[config.mk]
export PLATFORM = sky130hd
export DESIGN_NAME = mem_arbiter_flat
export DESIGN_NICKNAME = d
export VERILOG_FILES = /design/src/rtl/cpu_types_pkg.sv /design/src/rtl/mem_arb_pkg.sv /design/src/rtl/mem_arbiter_if.sv /design/src/rtl/mem_arbiter_streak.sv /design/src/rtl/mem_arbiter.sv /design/src/flat_wrapper.sv
export SDC_FILE = /design/constraint.sdc
export NUM_CORES = 1
export LEC_CHECK = 0
export ABC_AREA = 1
export CORE_UTILIZATION = 43
export DETAILED_ROUTE_END_ITERATION = 10
export GPL_TIMING_DRIVEN = 0
export PLACE_DENSITY = 0.84
export REMOVE_ABC_BUFFERS = 1
export SYNTH_ARGS = -nofsm -noshare
export SYNTH_HDL_FRONTEND = slang
export SYNTH_HIERARCHICAL = 1
export SYNTH_SLANG_ARGS = --single-unit
[constraint.sdc]
create_clock -name CLK -period 2.4 [get_ports CLK]
set_clock_uncertainty 0.1 [all_clocks]
set_input_delay 0.24 -clock CLK [delete_from_list [all_inputs] [get_ports CLK]]
set_output_delay 0.24 -clock CLK [all_outputs]
set_load 0.01 [all_outputs]
[src/rtl/cpu_types_pkg.sv]
// rtl/cpu_types_pkg.sv - shared CPU datapath types
package cpu_types_pkg;
    typedef logic [31:0] word_t;
endpackage

[src/rtl/mem_arb_pkg.sv]
// rtl/mem_arb_pkg.sv - state/kind enums and widths for the memory arbiter
package mem_arb_pkg;
    import cpu_types_pkg::*;

    localparam int WORD_W   = $bits(word_t);
    localparam int STREAK_W = 4;

    typedef enum logic [1:0] {IDLE, IACC, DACC, DONE} arb_state_t;
    typedef enum logic [1:0] {RK_IFETCH, RK_DREAD, RK_DWRITE} req_kind_t;
endpackage

[src/rtl/mem_arbiter_if.sv]
// rtl/mem_arbiter_if.sv - datapath request and RAM access signals of the arbiter
interface mem_arbiter_if #(
    parameter int ADDR_W = 32,
    parameter int DATA_W = 32
);
    logic              iREN;
    logic [ADDR_W-1:0] iaddr;
    logic              dREN;
    logic              dWEN;
    logic [ADDR_W-1:0] daddr;
    logic [DATA_W-1:0] dstore;
    logic              ihit;
    logic              dhit;
    logic [DATA_W-1:0] iload;
    logic [DATA_W-1:0] dload;
    logic              ramREN;
    logic              ramWEN;
    logic [ADDR_W-1:0] ramaddr;
    logic [DATA_W-1:0] ramstore;
    logic [DATA_W-1:0] ramload;
    logic              ramready;

    // Arbiter side
    modport slave (
        input  iREN, iaddr, dREN, dWEN, daddr, dstore, ramload, ramready,
        output ihit, dhit, iload, dload, ramREN, ramWEN, ramaddr, ramstore
    );

    // Datapath and RAM side
    modport master (
        output iREN, iaddr, dREN, dWEN, daddr, dstore, ramload, ramready,
        input  ihit, dhit, iload, dload, ramREN, ramWEN, ramaddr, ramstore
    );
endinterface

[src/rtl/mem_arbiter_streak.sv]
// rtl/mem_arbiter_streak.sv - saturating count of data grants taken while a fetch waits
module arb_streak_counter #(
    parameter int MAX = 4,
    parameter int W   = 4
) (
    input  logic         clk,
    input  logic         rst,
    input  logic         inc,
    input  logic         clr,
    output logic [W-1:0] count,
    output logic         sat
);
    localparam logic [W-1:0] MAX_C = W'(MAX);

    always_ff @(posedge clk) begin
        if (rst || clr) begin
            count <= '0;
        end else if (inc && count != MAX_C) begin
            count <= count + 1'b1;
        end
    end

    assign sat = (count == MAX_C);
endmodule

[src/rtl/mem_arbiter.sv]
// rtl/mem_arbiter.sv - shares one single-ported RAM between instruction fetch and data port
module mem_arbiter
    import mem_arb_pkg::*;
#(
    parameter int ADDR_W      = 32,
    parameter int DATA_W      = WORD_W,
    parameter int MAX_DSTREAK = 4
) (
    input  logic          CLK,
    input  logic          RST,
    mem_arbiter_if.slave  bus
);
    arb_state_t          state;
    arb_state_t          state_nx;
    req_kind_t           kind_q;
    logic [ADDR_W-1:2]   addr_q;
    logic [DATA_W-1:0]   store_q;
    logic [DATA_W-1:0]   iload_q;
    logic [DATA_W-1:0]   dload_q;
    logic                grant_d;
    logic                grant_i;
    logic                ihit;
    logic                dhit;
    logic                ren;
    logic                wen;
    logic                streak_sat;
    logic [STREAK_W-1:0] streak;

    always_comb begin
        state_nx = state;
        grant_d  = 1'b0;
        grant_i  = 1'b0;
        ihit     = 1'b0;
        dhit     = 1'b0;
        ren      = 1'b0;
        wen      = 1'b0;
        unique case (state)
            IDLE: begin
                // Data wins unless the waiting fetch has already yielded MAX_DSTREAK times
                if ((bus.dREN || bus.dWEN) && !(bus.iREN && streak_sat)) begin
                    grant_d  = 1'b1;
                    state_nx = DACC;
                end else if (bus.iREN) begin
                    grant_i  = 1'b1;
                    state_nx = IACC;
                end
            end
            IACC: begin
                ren  = 1'b1;
                ihit = bus.ramready;
                if (bus.ramready) state_nx = DONE;
            end
            DACC: begin
                ren  = (kind_q != RK_DWRITE);
                wen  = (kind_q == RK_DWRITE);
                dhit = bus.ramready;
                if (bus.ramready) state_nx = DONE;
            end
            DONE:    state_nx = IDLE;
            default: state_nx = IDLE;
        endcase
    end

    always_ff @(posedge CLK) begin
        if (RST) begin
            state   <= IDLE;
            kind_q  <= RK_IFETCH;
            addr_q  <= '0;
            store_q <= '0;
            iload_q <= '0;
            dload_q <= '0;
        end else begin
            state <= state_nx;
            if (grant_d) begin
                kind_q  <= bus.dWEN ? RK_DWRITE : RK_DREAD;
                addr_q  <= bus.daddr[ADDR_W-1:2];
                store_q <= bus.dstore;
            end else if (grant_i) begin
                kind_q  <= RK_IFETCH;
                addr_q  <= bus.iaddr[ADDR_W-1:2];
            end
            if (ihit) iload_q <= bus.ramload;
            if (dhit && kind_q == RK_DREAD) dload_q <= bus.ramload;
        end
    end

    arb_streak_counter #(
        .MAX (MAX_DSTREAK),
        .W   (STREAK_W)
    ) u_streak (
        .clk   (CLK),
        .rst   (RST),
        .inc   (grant_d && bus.iREN),
        .clr   (grant_i || (grant_d && !bus.iREN)),
        .count (streak),
        .sat   (streak_sat)
    );

    // Loads are forwarded during the hit cycle so the hit and its data coincide
    assign bus.ihit     = ihit;
    assign bus.dhit     = dhit;
    assign bus.iload    = ihit ? bus.ramload : iload_q;
    assign bus.dload    = (dhit && kind_q == RK_DREAD) ? bus.ramload : dload_q;
    assign bus.ramREN   = ren;
    assign bus.ramWEN   = wen;
    assign bus.ramaddr  = (ren || wen) ? {addr_q, 2'b00} : '0;
    assign bus.ramstore = wen ? store_q : '0;
endmodule
[src/flat_wrapper.sv]
// flat-port wrapper written by rule: the top's interface ports become plain ports
module mem_arbiter_flat import mem_arb_pkg::*;
#(
    parameter int ADDR_W      = 32,
    parameter int DATA_W      = WORD_W,
    parameter int MAX_DSTREAK = 4
)
  (CLK, RST, bus_iREN, bus_iaddr, bus_dREN, bus_dWEN, bus_daddr, bus_dstore, bus_ramload, bus_ramready, bus_ihit, bus_dhit, bus_iload, bus_dload, bus_ramREN, bus_ramWEN, bus_ramaddr, bus_ramstore);
  mem_arbiter_if #(.ADDR_W(ADDR_W), .DATA_W(DATA_W)) bus_i ();
  input  logic CLK;
  input  logic RST;
  input wire logic [$bits(bus_i.iREN)-1:0] bus_iREN;
  input wire logic [$bits(bus_i.iaddr)-1:0] bus_iaddr;
  input wire logic [$bits(bus_i.dREN)-1:0] bus_dREN;
  input wire logic [$bits(bus_i.dWEN)-1:0] bus_dWEN;
  input wire logic [$bits(bus_i.daddr)-1:0] bus_daddr;
  input wire logic [$bits(bus_i.dstore)-1:0] bus_dstore;
  input wire logic [$bits(bus_i.ramload)-1:0] bus_ramload;
  input wire logic [$bits(bus_i.ramready)-1:0] bus_ramready;
  output wire logic [$bits(bus_i.ihit)-1:0] bus_ihit;
  output wire logic [$bits(bus_i.dhit)-1:0] bus_dhit;
  output wire logic [$bits(bus_i.iload)-1:0] bus_iload;
  output wire logic [$bits(bus_i.dload)-1:0] bus_dload;
  output wire logic [$bits(bus_i.ramREN)-1:0] bus_ramREN;
  output wire logic [$bits(bus_i.ramWEN)-1:0] bus_ramWEN;
  output wire logic [$bits(bus_i.ramaddr)-1:0] bus_ramaddr;
  output wire logic [$bits(bus_i.ramstore)-1:0] bus_ramstore;
  assign bus_i.iREN = bus_iREN;
  assign bus_i.iaddr = bus_iaddr;
  assign bus_i.dREN = bus_dREN;
  assign bus_i.dWEN = bus_dWEN;
  assign bus_i.daddr = bus_daddr;
  assign bus_i.dstore = bus_dstore;
  assign bus_i.ramload = bus_ramload;
  assign bus_i.ramready = bus_ramready;
  assign bus_ihit = bus_i.ihit;
  assign bus_dhit = bus_i.dhit;
  assign bus_iload = bus_i.iload;
  assign bus_dload = bus_i.dload;
  assign bus_ramREN = bus_i.ramREN;
  assign bus_ramWEN = bus_i.ramWEN;
  assign bus_ramaddr = bus_i.ramaddr;
  assign bus_ramstore = bus_i.ramstore;
  mem_arbiter #(.ADDR_W(ADDR_W), .DATA_W(DATA_W), .MAX_DSTREAK(MAX_DSTREAK)) u_core (.CLK(CLK), .RST(RST), .bus(bus_i));
endmodule
# --- Word level (Yosys, flattened, before mapping) ---
# Index checks and enable logic that the tools add are counted.
totals:
  input_bits: 134
  ff_bits: 134
  wordCells: 56
  output_inout_bits: 132
op_classes:
  mux: 22
  eq_ne: 10
  reduce_logical: 16
  n_addsub: 1
ops:
  columns: ["cell", "n"]
  rows:
  - ["2-to-1 mux 32 bit", 4]
  - ["2-to-1 mux 30 bit", 2]
  - ["2-to-1 mux 2 bit", 6]
  - ["2-to-1 mux 1 bit", 8]
  - ["equality test 2 bit, second input constant", 3]
  - ["logical AND 1 bit", 6]
  - ["case mux 2 bit (3 select lines)", 1]
  - ["adder 4 x 1 -> 4 bit, second input constant", 1]
  - ["equality test 2 x 1 -> 1 bit, second input constant", 2]
  - ["equality test 4 x 3 -> 1 bit, second input constant", 1]
  - ["logical OR 1 bit", 4]
  - ["inequality test 4 x 3 -> 1 bit, second input constant", 1]
  - ["inequality test 3 x 2 -> 1 bit, second input constant", 1]
  - ["logical NOT 1 bit", 2]
  - ["logical NOT 2 bit", 1]
  - ["inequality test 2 x 1 -> 1 bit, second input constant", 1]
  - ["inequality test 2 bit, second input constant", 1]
  - ["case mux 1 bit (2 select lines)", 1]
  - ["AND reduction 2 bit", 1]
  - ["nonzero test 2 bit", 1]
  - ["OR reduction 2 bit", 1]

# --- Logic depth before layout (Yosys ltp) ---
# Gate-level depths: netlist (run 1).
logic_depth:
  word_depth: 9
  mapped_depth: 12

# --- Cells and area by module ---
# The synthesis (run 1) kept the hierarchy.
modules_own_cells:
  columns: ["mod", "area_per_inst_um2", "seq_area_each_um2", "n_inst", "cells_each"]
  rows:
  - ["mem_arbiter", 6145.9, 2602.5, 1, 937]
  - ["arb_streak_counter", 242.7, 80.1, 1, 36]

# --- Worst setup path before layout (run 1) ---
# No wires, ideal clock.
synth_path:
  path_kind: "register to register"
  startpoint: "register u_core.u_streak.count[0]"
  endpoint: "register u_core.u_streak.count[2]"
  path_stages_with_launch: 12
  slack_ns: 0.591
  arrival_ns: 1.590
  t_required_ns: 2.182
  path_cell_list: "dfxtp_1 -> inv_1 -> ha_1 -> nand3_2 -> inv_1 -> nand2_2 -> nand3_2 -> buf_4 -> buf_4 -> o21ai_0 -> nor2_1 -> a21boi_2"
synth_between:
  elab_chain_cells: 9
  elab_cells_between_ends: 15
  cone_classes: "add/sub: 1; eq/ne: 2; mux: 4; reduce/logical: 8"
synth_rtl:
  columns: ["item", "line", "source"]
  rows:
  - ["start, declared", "mem_arbiter_streak.sv:10", "output logic [W-1:0] count,"]
  - ["start signal, assigned", "mem_arbiter_streak.sv:19", "count <= count + 1'b1;"]
  - ["equality test 4 x 3 -> 1 bit *", "mem_arbiter_streak.sv:23", "assign sat = (count == MAX_C);"]
  - ["net u_core.streak_sat", "mem_arbiter.sv:26", "logic streak_sat;"]
  - ["logical AND 1 bit *", "mem_arbiter.sv:40", "if ((bus.dREN || bus.dWEN) && !(bus.iREN && streak_sat)) begin"]
  - ["logical NOT 1 bit *", "mem_arbiter.sv:40", null]
  - ["logical AND 1 bit *", "mem_arbiter.sv:40", null]
  - ["2-to-1 mux 1 bit", "mem_arbiter.sv:40", null]
  - ["2-to-1 mux 1 bit", "mem_arbiter.sv:37", "unique case (state)"]
  - ["logical AND 1 bit", "mem_arbiter.sv:94", ".clr (grant_i || (grant_d && !bus.iREN)),"]
  - ["logical OR 1 bit", "mem_arbiter.sv:94", null]
  - ["logical OR 1 bit", "mem_arbiter_streak.sv:16", "if (rst || clr) begin"]
# Mark *: on every way through the listed nets, which the timed path passes. The rest lies on a longest branch.
# A chain may end at the register's enable or synchronous reset.

# --- Final worst setup path (run 1) ---
layout_path:
  startpoint: "register u_core.state[0]"
  endpoint: "output port bus_dload[16]"
layout_between:
  elab_chain_cells: 4
layout_rtl:
  columns: ["item", "line", "source"]
  rows:
  - ["start, declared", "mem_arbiter.sv:13", "arb_state_t state;"]
  - ["start signal, assigned", "mem_arbiter.sv:73", "state <= state_nx;"]
  - ["equality test 2 bit", "mem_arbiter.sv:37", null]
  - ["2-to-1 mux 1 bit", "mem_arbiter.sv:37", null]
  - ["logical AND 1 bit", "mem_arbiter.sv:103", "assign bus.dload = (dhit && kind_q == RK_DREAD) ? bus.ramload : dload_q;"]
  - ["2-to-1 mux 32 bit", "mem_arbiter.sv:103", null]
  - ["end, declared", "flat_wrapper.sv:23", "output wire logic [$bits(bus_i.dload)-1:0] bus_dload;"]
# Every way passes these cells.

==> flow_summary.yaml, run 1 <==
outcome:
  status: "finished with violations"
  violations: "negative setup slack"
global_route:
  antenna_found_initial: 0
  grt_pass1_vias: 7005
  grt.overflow.total: 0
  grt_pass1_wl_mm: 34.94
  grt_usage_pct: 30.10
  grt_max_degree: 93
detailed_routing:
  first_pass_iters: 7
  wirelength_mm: 26.23
  antenna_left: 0
  wl_per_cell_um: 17.79
  vias: 7812
  via_per_inst: 5.300
  drc: 0
  drtIter0Drc: 549
worst_setup_path:
  critPathArrivalTime_ns: 2.20
  r2r_start: "u_core/u_streak/count[0]"
  reg2reg_to: "u_core/kind_q[1]"
  r2r_cells: 8
  cp-start-kind: "flip-flop"
  crit_fanout: 7
  path_class: "reg2out"
  rrSetupSlack_ns: -0.02
  required_ns: 2.06
  cp-end-kind: "output pin"
layout:
  fillers: 989
  finalNetCount: 1417
  multiInputGateArea_sq_um: 3385
  design_area_sq_um: 10900
  layout-drive-gt1-share_pct: 25.66
  insertedDiodeCount: 0
  seqCellArea_sq_um: 2698
  areaGrowthSynthToFinish_pct: 70.60
sta:
  post-route-min-period_ns: 2.537
  final_max_slew_viol_count: 0
  finalSetupViolations: 22
  post-route-period-util_pct: 105.7
  clock.fmax_mhz: 394.2
  slew_headroom_pct: 39.79
  tightest_slew_ns: 0.9021
  hold_viol: 0
  rsz0062_at_grt: "yes"
  finalSetupTns_ns: -1.021
  worst_slack_ns: -0.1367
place:
  portBuffers: 259
  pre_cts_ws_ns: -1.825
  dpl.hpwl_mm: 11.50
  placed_area_sq_um: 8984
  gp_congestion: 0.7517
logic_synthesis:
  avgSynthCellArea_sq_um: 6.566
  ys_seq_elements: 134
  syn_area_sq_um: 6389
  ys_types: 22
  seq_area_frac_synth_pct: 41.99
  ys_warn_count: 6
  postSynthCellCount: 973
power_and_ir_drop:
  ir_drop_v: 0.0005812
  power.density_nw_per_um2: 946.2
  p_leak_nw: 5.992
floorplan:
  row_count: 44
  ios: 266
  dieArea_sq_um: 15350
  die_y_um: 123.9
  core_sq_um: 14530
  die_width_um: 123.9
  start_util_pct: 43.96
cts:
  cts_num_sinks: 134
  cts_made_buffers: 17
  cts_tree: "yes"
  insertion_delay_ns: 0.42
  h-tree-depth: 4
  clock-root-buffer: "clkbuf_16"
  cts.clk_slew.worst_paths_ns: 0.06
  cts_buffer_depth: 2
job:
  drv_cap: 0
hold_path:
  whs_path_depth: 2
  holdPathEnd: "u_core/dload_q[9]"
  hp-start: "RST"
  hp-class: "in2reg"
synthesized netlist by cell type:
cell | count | area [sq um]
inv_1 | 210 | 788.3
nand2_1 | 173 | 649.4
dfxtp_1 | 134 | 2683
nor2_1 | 108 | 405.4
o21ai_0 | 97 | 485.5
a21oi_1 | 66 | 330.3
clkbuf_1 | 36 | 135.1
nand3_1 | 33 | 165.2
or2_2 | 33 | 206.5
nand4_1 | 31 | 193.9
buf_2 | 16 | 80.08
buf_4 | 8 | 60.06
o21ai_1 | 7 | 35.03
ha_1 | 6 | 75.07
nand2_2 | 4 | 25.02
buf_1 | 3 | 11.26
nand3_2 | 3 | 30.03
a21boi_2 | 1 | 11.26
clkbuf_2 | 1 | 5.000
conb_1 | 1 | 3.750
inv_2 | 1 | 3.750
nor2_2 | 1 | 6.260
worst max path at each step:
stage,from,slack [ns],depth (start not counted),to
2_1_floorplan,u_core/state[0],-1.08,6,u_core/u_streak/count[2]
4_1_cts,u_core/state[0],-0.08,10,bus_dload[4]
3_3_place_gp,RST,-3.19,4,u_core/store_q[3]
5_1_grt,u_core/state[0],-0.28,11,bus_dload[16]
3_5_place_dp,u_core/state[0],-1.83,8,u_core/u_streak/count[2]
6_report,u_core/state[0],-0.14,11,bus_dload[16]
cell usage in the layout, fill, tap and decap left out, types with 34 or more instances in the layout:
cell and n:
dlygate4sd2_1 38, o21ai_2 46, inv_1 195, clkdlybuf4s50_1 141, nor2_1 106, a21oi_1 66, buf_4 42, o21ai_0 34
dfxtp_1 130, nand2_1 152
what timing repair did:
item	4_1_cts	5_1_grt
hold buffers	0	0
pin swaps	21	7
gates resized for setup	355	178
buffers inserted	60	12
cloned	12	4
setup endpoints to repair	263	145
stage by stage:
step	power [W]	instances	util, %	hold WS, ns
floorplan	0.004954	910	-	0.2091
global placement	0.006516	1353	61.40	0.3397
detailed placement	0.006604	1355	61.81	0.3459
CTS	0.009756	1458	72.62	0.1356
global route	0.01087	1474	74.99	0.1429
finish	0.01031	1474	74.99	0.1401
flip-flops by register name, summed over array words and instances (netlist names):
signal	flops
u_core/state	2
u_core/u_streak/count	4
u_core/kind_q	2
u_core/iload_q	32
u_core/dload_q	32
u_core/addr_q	30
u_core/store_q	32
cells by family (layout without fill, tap and decap cells):
family	after synthesis	in the layout	share of synthesized area (%)
simple gates	386	399	26.32
buf+inv	275	578	16.96
fa+ha+maj	6	6	1.175
flops	134	134	41.99
compound gates	171	171	13.49
other cells	1	2	0.05870
layer usage:
| layer | up-vias | global-route usage (%) | wire (um) | share of wire, % |
|---|---|---|---|---|
| met1 | 3564 | 32.81 | 9246 | 35 |
| met5 | - | 0 | 0 | 0 |
| met2 | 497 | 50.94 | 12940 | 49 |
| li1 | 3599 | - | - | - |
| met3 | 152 | 9.158 | 2448 | 9.3 |
| met4 | 0 | 18.82 | 1597 | 6.1 |
final cells by class:
class	count	area share, %
Sequential cell	134	24.75
Tap cell	184	2.112
Clock buffer	19	4.064
Multi-Input combinational cell	578	31.05
Timing Repair Buffer	334	29.15
Clock inverter	13	1.332
Timing Repair inverter	1	0.06888
Inverter	211	7.473
report_power, final:
group | internal [W] | switching (W) | leakage, nW
registers | 0.00274 | 0.000273 | 1.10
logic | 0.00191 | 0.00279 | 4.62
clock network | 0.00157 | 0.00104 | 0.274
total | 0.00621 | 0.00410 | 5.99
worst max-delay path, stage by stage, from the launching register on:
cell        delay (ns)
dfxtp_4           0.37
inv_4             0.06
ha_4              0.15
nand2_4           0.05
clkinvlp_4        0.13
buf_12            0.11
buf_16            0.12
nand3_4           0.18
buf_6             0.20
o21ai_4           0.17
inv_1             0.07
buf_2             0.14
No activity file was read; power rests on OpenSTA's default activity.
==> run 2, diff against run 1 <==
--- a/config.mk
+++ b/config.mk
@@ -11,6 +11,7 @@
 export GPL_TIMING_DRIVEN = 0
 export PLACE_DENSITY = 0.84
 export REMOVE_ABC_BUFFERS = 1
+export SKIP_LAST_GASP = 1
 export SYNTH_ARGS = -nofsm -noshare
 export SYNTH_HDL_FRONTEND = slang
 export SYNTH_HIERARCHICAL = 1
==> constraint.sdc (replaced) <==
create_clock -name CLK -period 2.4 [get_ports CLK]
set_clock_uncertainty 0.1 [all_clocks]
set_input_delay 0.48 -clock CLK [delete_from_list [all_inputs] [get_ports CLK]]
set_output_delay 0.48 -clock CLK [all_outputs]
set_load 0.01 [all_outputs]
==> run 2 against run 1 <==
- power grew 8.4%
- sequential share of layout area is 1.4 points lower
- the flow still finishes with violations (negative setup slack)
- routed wire length is 25% higher
- critical path type unchanged
- first-iteration DRC count increased by 93%
- sequential cell count is the same
- largest power group unchanged
- die area did not move
- sequential power is 2% higher
- via count rose by 9.8%
- hold slack improved by 0.21 ns
- global-route usage increased by 3.5 points
==> flow_summary.yaml, run 2 (synthesis gave the netlist of run 1 again) <==
outcome:
  status: "finished with violations"
  violations: "negative setup slack"
power_and_ir_drop:
  p_leak_nw: 6.229
  swShare_pct: 40.90
  finalPower_w: 0.01118
  ir_drop_v: 0.0006963
  clkPwrFrac_pct: 23.9
  combPwrFrac_pct: 48.7
  switchingPower_w: 0.004574
  p_int_w: 0.006609
  power_frac_seq_pct: 27.4
  power.density_nw_per_um2: 967.1
cts:
  cts_num_sinks: 134
  insertion_delay_ns: 0.44
  cts_buffer_depth: 2
  h-tree-depth: 4
  clock-root-buffer: "clkbuf_16"
  cts_tree: "yes"
  cts.clk_slew.worst_paths_ns: 0.07
  ctsHoldBuffers: 0
  cts_made_buffers: 17
floorplan:
  row_count: 44
  die_width_um: 123.9
  ios: 266
  die_y_um: 123.9
  start_util_pct: 43.96
  dieArea_sq_um: 15350
  core_sq_um: 14530
worst_setup_path:
  cp-startpoint: "u_core/state[1]"
  r2r_start: "u_core/u_streak/count[0]"
  cp_slowest_cell: "dfxtp_4"
  cp-start-kind: "flip-flop"
  reg2reg_to: "u_core/u_streak/count[1]"
  cp_top_family: "buffers and inverters"
  cp.buffers_inverters: 5
  cp.depth: 9
  required_ns: 1.82
  crit_path_end: "bus_iload[29]"
  critPathArrivalTime_ns: 2.24
  cp-end-kind: "output pin"
  slowest_delay_ns: 0.41
  crit_fanout: 6
  rrSetupSlack_ns: -0.09
  crit_chain: "inv_6, ha_4, nand2_8, clkinvlp_4, clkbuf_16, or2_2, o21ai_2, inv_1, buf_6"
  path_class: "reg2out"
  r2r_cells: 10
global_route:
  grt_pass1_wl_mm: 38.89
  grt.overflow.total: 0
  grt_pass1_vias: 7469
  grt_usage_pct: 33.64
  grt_max_degree: 93
  antenna_found_initial: 1
layout:
  fillers: 887
  layout_commonest_cell: "inv_1"
  fin_cells: 1531
  areaGrowthSynthToFinish_pct: 81.00
  final_cell_mix: "inv_1 (187), nand2_1 (141), dfxtp_1 (130), clkdlybuf4s50_1 (127), nor2_1 (105)"
  finalNetCount: 1473
  layout-drive-gt1-share_pct: 33.73
  top_regs: "u_core/dload_q: 32 flops, u_core/iload_q: 32 flops, u_core/store_q: 32 flops"
  seqCellArea_sq_um: 2698
  multiInputGateArea_sq_um: 3578
place:
  dp_cells: 1355
  portBuffers: 259
  dpl.hpwl_mm: 11.50
  pre_cts_ws_ns: -1.825
  gp_congestion: 0.7517
sta:
  post-route-min-period_ns: 2.817
  finalSetupTns_ns: -17.66
  slew_headroom_pct: 36.41
  rsz0062_at_grt: "yes"
  finalSetupViolations: 76
  post-route-period-util_pct: 117.4
  hold_viol: 0
  worst_slack_ns: -0.4174
  clock.fmax_mhz: 354.9
  final_max_slew_viol_count: 0
  tightest_slew_ns: 0.9528
detailed_routing:
  drtIter0Drc: 1059
  via_per_inst: 5.604
  wl_per_cell_um: 21.42
  first_pass_iters: 5
  wirelength_mm: 32.80
  vias: 8580
  drc: 0
  antenna_left: 0
job:
  drv_cap: 0
hold_path:
  hp-class: "reg2reg"
## run 2: per-layer routing
metal | track usage (%) | vias up | wire, um
li1 | - | 3712 | -
met1 | 36.48 | 3889 | 10890
met2 | 56.35 | 688 | 14940
met3 | 10.99 | 289 | 4101
met4 | 21.58 | 2 | 2867
met5 | 0 | - | 5
## run 2: worst min-delay path: stages (launching register included)
cell     delay [ns]
dfxtp_1        0.30
inv_1          0.06
a21oi_1        0.05
## run 2: cell type report
cell class,instances,share of cell area (%)
inverters,211,7.033
well taps,184,1.991
flip-flops and latches,134,23.33
multi-input cells,578,30.95
repair buffers,390,31.53
clock inverters,13,1.255
diodes,1,0.02164
repair inverters,1,0.06492
clock buffers,19,3.830
## run 2: what timing repair did
action	4_1_cts	5_1_grt
resized for setup	539	242
buffers inserted	89	49
pin swaps	24	5
setup endpoints to repair	263	181
gates cloned	16	0
## run 2: how the worst min path moves through the flow
stage                  startpoint  slack, ns                 end  cells after the start
6_report       u_core/store_q[15]       0.35  u_core/store_q[15]                      2
3_5_place_dp   u_core/store_q[15]       0.35  u_core/store_q[15]                      2
2_1_floorplan   u_core/store_q[0]       0.33   u_core/store_q[0]                      2
3_3_place_gp   u_core/store_q[11]       0.34  u_core/store_q[11]                      2
4_1_cts        u_core/store_q[11]       0.36  u_core/store_q[11]                      2
5_1_grt        u_core/store_q[19]       0.38  u_core/store_q[19]                      2
## run 2: power groups by stage
stage	sequential (W)	clock, W	combinational (W)
2_1_floorplan	0.00290	0	0.00206
3_5_place_dp	0.00294	0	0.00366
6_report	0.00307	0.00268	0.00544
4_1_cts	0.00297	0.00261	0.00442
3_3_place_gp	0.00292	0	0.00360
5_1_grt	0.00310	0.00277	0.00583
## run 2: metrics by stage
stage | util [%] | hold WS (ns) | cell area, sq um
after global routing | 79.55 | 0.3823 | 11560
after floorplan | - | 0.3321 | 6101
after detailed placement | 61.81 | 0.3459 | 8984
after global placement | 61.40 | 0.3397 | 8924
after CTS | 74.54 | 0.3552 | 10830
final | 79.56 | 0.3518 | 11560
==> run 3, diff against run 2 <==
--- a/config.mk
+++ b/config.mk
@@ -9,7 +9,7 @@
 export CORE_UTILIZATION = 43
 export DETAILED_ROUTE_END_ITERATION = 10
 export GPL_TIMING_DRIVEN = 0
-export PLACE_DENSITY = 0.84
+export PLACE_DENSITY = 0.8
 export REMOVE_ABC_BUFFERS = 1
 export SKIP_LAST_GASP = 1
 export SYNTH_ARGS = -nofsm -noshare
==> run 3 against run 2 <==
- the flow still finishes with violations (negative setup slack)
- fmax rose by 2.6%
- largest cell class unchanged
- clock power fell by 2%
- power fell by 1.7%
- sequential share of layout area rose by 0.11 points
- combinational power fell by 1%
==> flow_summary.yaml, run 3 (synthesis gave the netlist of run 1 again) <==
outcome:
  status: "finished with violations"
  violations: "negative setup slack"
sta:
  post-route-period-util_pct: 114.4
  finalSetupTns_ns: -13.93
  hold_slack_ns: 0.3515
  hold_viol: 0
  slew_headroom_pct: 37.60
  clock.fmax_mhz: 364.3
  rsz0062_at_grt: "yes"
  final_max_slew_viol_count: 0
  finalSetupViolations: 75
  worst_slack_ns: -0.3450
  tightest_slew_ns: 0.9349
  post-route-min-period_ns: 2.745
detailed_routing:
  wl_per_cell_um: 18.90
  antenna_left: 0
  vias: 8082
  drc: 0
  wirelength_mm: 28.97
  via_per_inst: 5.272
  drtIter0Drc: 614
  first_pass_iters: 5
worst_setup_path:
  cp-start-kind: "flip-flop"
  critPathArrivalTime_ns: 2.17
  cp-end-kind: "output pin"
  crit_chain: "buf_6, ha_4, nand2_4, clkinvlp_4, buf_12, nand3_4, buf_6, buf_6, o21ai_4, inv_2, buf_6"
  cp_top_family: "buffers and inverters"
  path_class: "reg2out"
  cp_slowest_cell: "dfxtp_4"
  reg2reg_to: "u_core/dload_q[17]"
  cp.buffers_inverters: 7
  crit_fanout: 6
  slowest_delay_ns: 0.37
  rrSetupSlack_ns: -0.26
  cp_common_cell: "buf_6"
  required_ns: 1.82
  r2r_cells: 18
  r2r_start: "u_core/state[1]"
hold_path:
  hp-class: "reg2reg"
  holdPathEnd: "u_core/store_q[30]"
  hp-start: "u_core/store_q[30]"
  whs_path_depth: 2
layout:
  layout_commonest_cell: "inv_1"
  design_area_sq_um: 11510
  fin_util_pct: 79.18
  layout-drive-gt1-share_pct: 32.54
  finalNetCount: 1478
  areaGrowthSynthToFinish_pct: 80.14
  final_cell_mix: "inv_1 (194), nand2_1 (144), clkdlybuf4s50_1 (134), dfxtp_1 (130), nor2_1 (105)"
  top_regs: "u_core/dload_q: 32 flops, u_core/iload_q: 32 flops, u_core/store_q: 32 flops"
  insertedDiodeCount: 0
cts:
  clock-root-buffer: "clkbuf_16"
  cts_buffer_depth: 2
  h-tree-depth: 4
  ctsHoldBuffers: 0
  insertion_delay_ns: 0.42
  cts.clk_slew.worst_paths_ns: 0.06
  cts_made_buffers: 17
  cts_tree: "yes"
  cts_num_sinks: 134
floorplan:
  die_width_um: 123.9
  ios: 266
  start_util_pct: 43.96
  core_sq_um: 14530
  dieArea_sq_um: 15350
  row_count: 44
  die_y_um: 123.9
power_and_ir_drop:
  power.density_nw_per_um2: 955.7
  ir_drop_v: 0.0007461
  p_leak_nw: 6.198
job:
  drv_cap: 0
place:
  pre_cts_ws_ns: -1.797
  portBuffers: 259
  gp_congestion: 0.7557
  dpl.hpwl_mm: 11.43
  placed_area_sq_um: 8976
global_route:
  use_met2_pct: 50.14
  grt_util_met1_pct: 34.14
  grt_pass1_vias: 7005
  grt_usage_pct: 29.78
  antenna_found_initial: 0
  grt.overflow.total: 0
  grt_pass1_wl_mm: 34.93
  grt.met3_usage_pct: 8.608
  grt_max_degree: 53
  busiest_layer: "met2"
## run 3: changes by cell type in the layout (fill, tap and decap cells not counted), sizes merged
cell | previous run | this run
clkbuf | 57 | 62
dlygate4sd2 | 5 | 3
clkdlybuf4s50 | 127 | 134
diode | 1 | 0
nand2 | 178 | 179
clkinvlp | 9 | 8
dlymetal6s2s | 21 | 19
bufbuf | 0 | 1
inv | 212 | 207
buf | 197 | 196
## run 3: layout make-up
type | instances | area, sq um
Timing Repair Buffer | 394 | 3671
Multi-Input combinational cell | 579 | 3500
Fill cell | 914 | 3025
Sequential cell | 134 | 2698
Inverter | 211 | 820.8
Clock buffer | 23 | 488.0
Tap cell | 184 | 230.2
Clock inverter | 7 | 93.84
Timing Repair inverter | 1 | 7.507
## run 3: worst max path at each step
stage                                           to  cells after the start       startpoint
after floorplan           u_core/u_streak/count[2]                      6  u_core/state[0]
after global placement          u_core/store_q[14]                      4              RST
after detailed placement  u_core/u_streak/count[2]                      8  u_core/state[0]
after CTS                         bus_ramstore[10]                      6  u_core/state[1]
after global routing                  bus_dload[4]                     11  u_core/state[1]
final                                 bus_dload[5]                     11  u_core/state[1]
## run 3: timing repair
action,CTS,global route
endpoints found under the hold margin,0,0
setup endpoints to repair,263,149
gates cloned,15,2
gates resized for setup,479,251
pin swaps,15,12
setup buffers,88,49
## run 3: metal layers
layer | vias to the layer above | share of wire (%)
met4 | 0 | 6.6
met5 | - | 0
met1 | 3732 | 35
met3 | 159 | 9.9
li1 | 3718 | -
met2 | 473 | 48
## run 3: power breakdown
group / switching (W) / leakage (nW) / internal (W)
sequential: 0.000270 / 1.10 / 0.00274
clock: 0.000992 / 0.282 / 0.00163
combinational: 0.00299 / 4.81 / 0.00238
total: 0.00426 / 6.20 / 0.00674
## run 3: per-stage QoR
| stage | total power, W | cells |
|---|---|---|
| 2_1_floorplan | 0.004954 | 910 |
| 6_report | 0.01100 | 1533 |
| 5_1_grt | 0.01154 | 1533 |
| 3_3_place_gp | 0.006533 | 1353 |
| 3_5_place_dp | 0.006600 | 1355 |
| 4_1_cts | 0.009991 | 1488 |
## run 3: worst min-delay path, cell delays in order (launching register included)
cell and delay, ns:
dfxtp_1 0.29, inv_1 0.06, a21oi_1 0.05
